File: config.mk
export PLATFORM = sky130hd
export DESIGN_NAME = seq_timeout_timer
export DESIGN_NICKNAME = d
export VERILOG_FILES = /design/src/rtl/seq_timeout_timer.sv
export SDC_FILE = /design/constraint.sdc
export NUM_CORES = 1
export LEC_CHECK = 0
export BUFFER_PORTS_ARGS = -buffer_cell sky130_fd_sc_hd__clkbuf_2
export CORE_ASPECT_RATIO = 0.9
export CORE_MARGIN = 8
export CORE_UTILIZATION = 30
export CTS_BUF_LIST = sky130_fd_sc_hd__clkbuf_2 sky130_fd_sc_hd__clkbuf_4 sky130_fd_sc_hd__clkbuf_8
export DETAILED_ROUTE_END_ITERATION = 10
export GPL_ROUTABILITY_DRIVEN = 0
export PLACE_DENSITY_LB_ADDON = 0.2
export SLEW_MARGIN = 20
export SYNTH_ARGS = -nofsm -noshare
export SYNTH_HDL_FRONTEND = slang
export SYNTH_SLANG_ARGS = --single-unit
File: constraint.sdc
create_clock -name clk -period 2.6 [get_ports clk]
set_clock_uncertainty 0.1 [all_clocks]
set_input_delay 0.52 -clock clk [delete_from_list [all_inputs] [get_ports clk]]
set_output_delay 0.52 -clock clk [all_outputs]
set_load 0.03 [all_outputs]
File: src/rtl/seq_timeout_timer.sv
// rtl/seq_timeout_timer.sv - prescaled tick counter that flags when ticks reach the timeout value
module seq_timeout_timer #(
    parameter int DIVISOR = 1
) (
    input  logic        clk,
    input  logic        rst,
    input  logic        clear_i,
    input  logic        enable_i,
    input  logic [15:0] tmo_i,
    output logic        expired_o
);
    localparam int PW = (DIVISOR > 1) ? $clog2(DIVISOR) : 1;
    localparam logic [PW-1:0] PRESC_LAST = PW'(DIVISOR - 1);

    logic [PW-1:0] presc_q, presc_d;
    logic [15:0]   ticks_q, ticks_d;

    always_comb begin
        presc_d = presc_q;
        ticks_d = ticks_q;
        if (clear_i) begin
            presc_d = '0;
            ticks_d = '0;
        end else if (enable_i) begin
            if (presc_q == PRESC_LAST) begin
                presc_d = '0;
                ticks_d = ticks_q + 16'd1;
            end else begin
                presc_d = presc_q + 1'b1;
            end
        end
    end

    always_ff @(posedge clk or posedge rst) begin
        if (rst) begin
            presc_q <= '0;
            ticks_q <= '0;
        end else begin
            presc_q <= presc_d;
            ticks_q <= ticks_d;
        end
    end

    assign expired_o = (ticks_q >= tmo_i);

endmodule

# After elaboration in Yosys (flattened, before gate mapping)

Index checks and enable logic that the tools add are counted.

Equal/unequal tests: 1
Reductions and logical operators: 2
Magnitude comparators: 1
Multiplexer cells: 6
Add/subtract/negate cells: 2

Operators with widths:

| kind                    | number |
|---|---|
| $mux W16                | 3 |
| $add A16 B1 Y16 const B | 1 |
| $ge A16 B16 Y1          | 1 |
| $mux W1                 | 3 |
| $ne A2 B2 Y1 const B    | 1 |
| $reduce_and A2 Y1       | 1 |
| $reduce_bool A2 Y1      | 1 |
| $add A1 B1 Y1 const B   | 1 |

Logic and storage cells: 14
Register bits after elaboration: 17
Bits of input ports: 20
Output and inout bits: 1

# Longest topological paths before layout

Depth after elaboration: 4
Gate-level depth with buffers: 6
Depth with buffers taken out: 6

# Worst setup path before layout

Ideal clock, no wire load.

Path type: in2out
Start: input tmo_i[6]
End: output expired_o
Data arrival time: 1,956 ps
Data required time: 1,980 ps
Stages: 5
Buffers on the path: 0
Path slack: 24 ps
Path through: inv_1 -> ha_1 -> nand4_1 -> o311a_1 -> o21ai_0

Cells in the longest elaborated chain, start to end: 1

RTL lines:

| element         | line | source |
|---|---|---|
| start, declared | 9    | `input logic [15:0] tmo_i,` |
| $ge A16 B16 Y1  | 44   | `assign expired_o = (ticks_q >= tmo_i);` |
| end, declared   | 10   | `output logic expired_o` |

No other way between the ends.

# Worst setup path in the final report

Start: register ticks_q[0]
End: output expired_o

Cells in the longest elaborated chain, start to end: 1

RTL lines:

| element                | line | source |
|---|---|---|
| start, declared        | 16   | `logic [15:0] ticks_q, ticks_d;` |
| start signal, assigned | 40   | `ticks_q <= ticks_d;` |
| $ge A16 B16 Y1         | 44   |  |

No other way between the ends.

==> summary.md <==
| Metric | Value |
|---|---|
| Count of cell types in the netlist | 35 |
| Nets@finish | 196 |
| Drt drc | 0 |
| Share of post-route cells with drive strength above 1 | 0.234 |
| CTS root buffer | clkbuf_8 |
| Cell Area, Synth | 0.00120 mm^2 |
| ANT cells | 0 |
| Tcrit/Tclk final | 0.958 |
| Fin cells | 204 |
| Layout fillers | 412 |
| Worst Path Arrival | 1.87 ns |
| Critical Path Start Type | register |
| Syn Inst Count | 134 |
| Post-synthesis simple-gate area fraction | 0.208 |
| LEAKAGE | 0.768 nW |
| Post-route ant nets | 0 |
| CTS max path bufs | 2 |
| Total global-route track usage | 0.0916 |
| Number of clock sinks | 16 |
| CP endpoint kind | output pin |
| Vias in the first global route | 1051 |
| CP peak stage delay | 0.37 ns |
| Largest registers | ticks_q (16) |
| Die W | 82.6 um |
| Largest register FFs | 16 |
| Async S/R FF share, synth | 1.00 |
| Largest net degree at the start of global routing | 17 |
| Area grow syn2layout | 21.3% |
| Top cell type's share of synthesized area | 0.334 |
| Mean cell area of the mapped netlist | 8.94 um^2 |
| Worst path cell trace | inv_1 -> ha_1 -> nand2b_4 -> a2111oi_4 -> o311a_1 -> o21ai_1 -> buf_4 |
| Achievable Freq | 0.401 GHz |
| Die H | 75.9 um |
| Antenna violations before repair | 0 |
| Syn_nets | 171 |
| Max_cap viols | 0 |
| Synth area leader | dfrtp_1 |
| Part of the Yosys area used for sequential elements | 0.334 |
| Setup TNS | 0 ns |
| Multiplexer share of the synthesized area | 0.00836 |
| Synth Warn # | 0 |
| Inst Count DP | 200 |
| Final Util | 0.384 |
| Drt pass-1 iters | 3 |
| Compound-Gate Fraction of Synth Area | 0.114 |
| Worst slack, placed | -0.0433 ns |
| Core area | 0.00378 mm^2 |
| Grt total ovfl | 0 |
| Drt wl/cell | 13.1 um |
| Clock Latency Late Sink | 0.25 ns |
| Max-slew violations | 0 |
| Biggest register | ticks_q |
| First-pass GRT wire length | 4660 um |
| Vias per cell | 5.03 |
| Slew margin rel. | 0.572 |
| Die Area | 0.00627 mm^2 |
| Synth Area in Adders | 0.178 |
| Max stage delay cell, worst path | dfrtp_1 |
| Final Setup Violations | 0 |
| WP buf/inv | 2 |
| Power per Cell Area | 386 mW/mm^2 |
| Worst path top cell family by delay | compound AO/OA/AOI/OAI gates |
| Minimum clock period | 2.49 ns |
| Hold_ws | 0.222 ns |
| # IOs | 21 |
| HP Class | input pin to asynchronous set/reset pin |
| TritonCTS clock tree | yes |
| Crit path max fanout | 2 |
| Status | complete, no violations |
| Final WL | 2680 um |
| Num CTS Buffers | 3 |
| Synth area leaders | dfrtp_1 (33%), ha_1 (18%), xor2_1 (5.9%) |
| XOR/XNOR Fraction of Synth Area | 0.0878 |
| Count leader, synth | inv_1 |
| Clk slew on worst S/H paths | 0.07 ns |
| Worst Path Required | 1.98 ns |
| Vias | 1026 |
| H-tree levels | 1 |
| Max IR drop VDD | 0.000287 V |
| RSZ-0062 raised after global routing | false |
| Worst slew pin tran | 0.641 ns |
| Detailed Route Iter0 Violations | 45 |
| Cell row count | 21 |
| Port buffer count | 20 |
| Critical path class | register to output pin |
| Final WS setup | 0.109 ns |
| # Post-CTS Setup Buffers | 0 |
| Post-synth EDFFs | 0 |
| Main synth FF type | dfrtp_1 |
| Synth cell count leaders | inv_1 (18), ha_1 (17), dfrtp_1 (16), nor2_1 (15) |
| Post-DP HPWL | 2110 um |
| Largest family of logic cells by synthesized area | simple AND/OR/NAND/NOR gates |
| Initial Utilization | 0.316 |
| Count of state elements after synthesis | 16 |
| Final Hold Fails | 0 |
worst register-to-register path: stages, from the launching register on:
cell	delay, ns
dfrtp_1	0.37
buf_4	0.15
ha_1	0.24
nand2_1	0.11
nor4_1	0.35
xnor2_1	0.17
nor2_1	0.05
cell families after synthesis:
kind of cell	after synthesis
buffers and inverters	21
and+or+nand+nor	47
AOI/OAI and AO/OA	20
xor gates and xnor gates	12
muxes	1
adders and majority gates	17
DFF	16
layout make-up:
| type | instances | area (um^2) | share of cell area |
|---|---|---|---|
| Timing Repair Buffer | 23 | 125 | 0.0861 |
| Sequential cell | 16 | 402 | 0.276 |
| Tap cell | 46 | 57.6 | 0.0396 |
| Inverter | 18 | 67.6 | 0.0465 |
| Clock buffer | 4 | 55.1 | 0.0379 |
| Multi-Input combinational cell | 97 | 746 | 0.513 |
stage by stage:
step                      cell area [um^2]  power (mW)
after floorplan                       1200       0.297
after global placement                1360       0.323
after detailed placement              1360       0.326
after CTS                             1430       0.556
after global routing                  1450       0.586
final                                 1450       0.561
worst paths after layout:
check / from / cells past startpoint / slack (ns) / to
setup / recovery: ticks_q[0] / 7 / 0.11 / expired_o
hold / removal: rst / 2 / 0.22 / ticks_q[2]
setup reg to reg: ticks_q[0] / 6 / 0.95 / ticks_q[12]
hold reg to reg: ticks_q[15] / 2 / 0.46 / ticks_q[15]
max in group asynchronous: rst / 2 / 1.73 / ticks_q[6]
min in group clk: ticks_q[15] / 2 / 0.46 / ticks_q[15]
cell usage in the layout, fill, tap and decap left out, types with 2 or more instances in the layout:
cell type  instances
or3_1              2
nor2_1            15
xnor2_1            4
nand4_1            5
dfrtp_1           15
buf_4              4
clkbuf_8           4
nand2_1            8
ha_1              17
a21o_1             3
nor3_1             2
nand3_1            4
and3_1             2
inv_1             18
a21oi_1            5
xor2_1             8
clkbuf_2          19
o21ai_0            4
report_power, final:
part | internal (mW) | switching [mW] | total, mW
clock | 0.135 | 0.0928 | 0.227
combinational | 0.0397 | 0.0399 | 0.0796
sequential | 0.252 | 0.00244 | 0.254
what timing repair did:
item / 4_1_cts / 5_1_grt
endpoints found under the setup margin: 1 / 1
pin swaps: 0 / 3
cloned: 0 / 0
hold buffers: 0 / 0
resized for setup: 4 / 5
routing by layer:
layer | part of all wire | up-vias | track usage
met5 | 0 | - | 0
met2 | 0.46 | 12 | 0.143
met4 | 0.0052 | 0 | 0.0207
met3 | 0.035 | 2 | 0.0283
met1 | 0.50 | 500 | 0.119
li1 | - | 512 | -
Note: power is estimated with default switching activity, not from simulation.
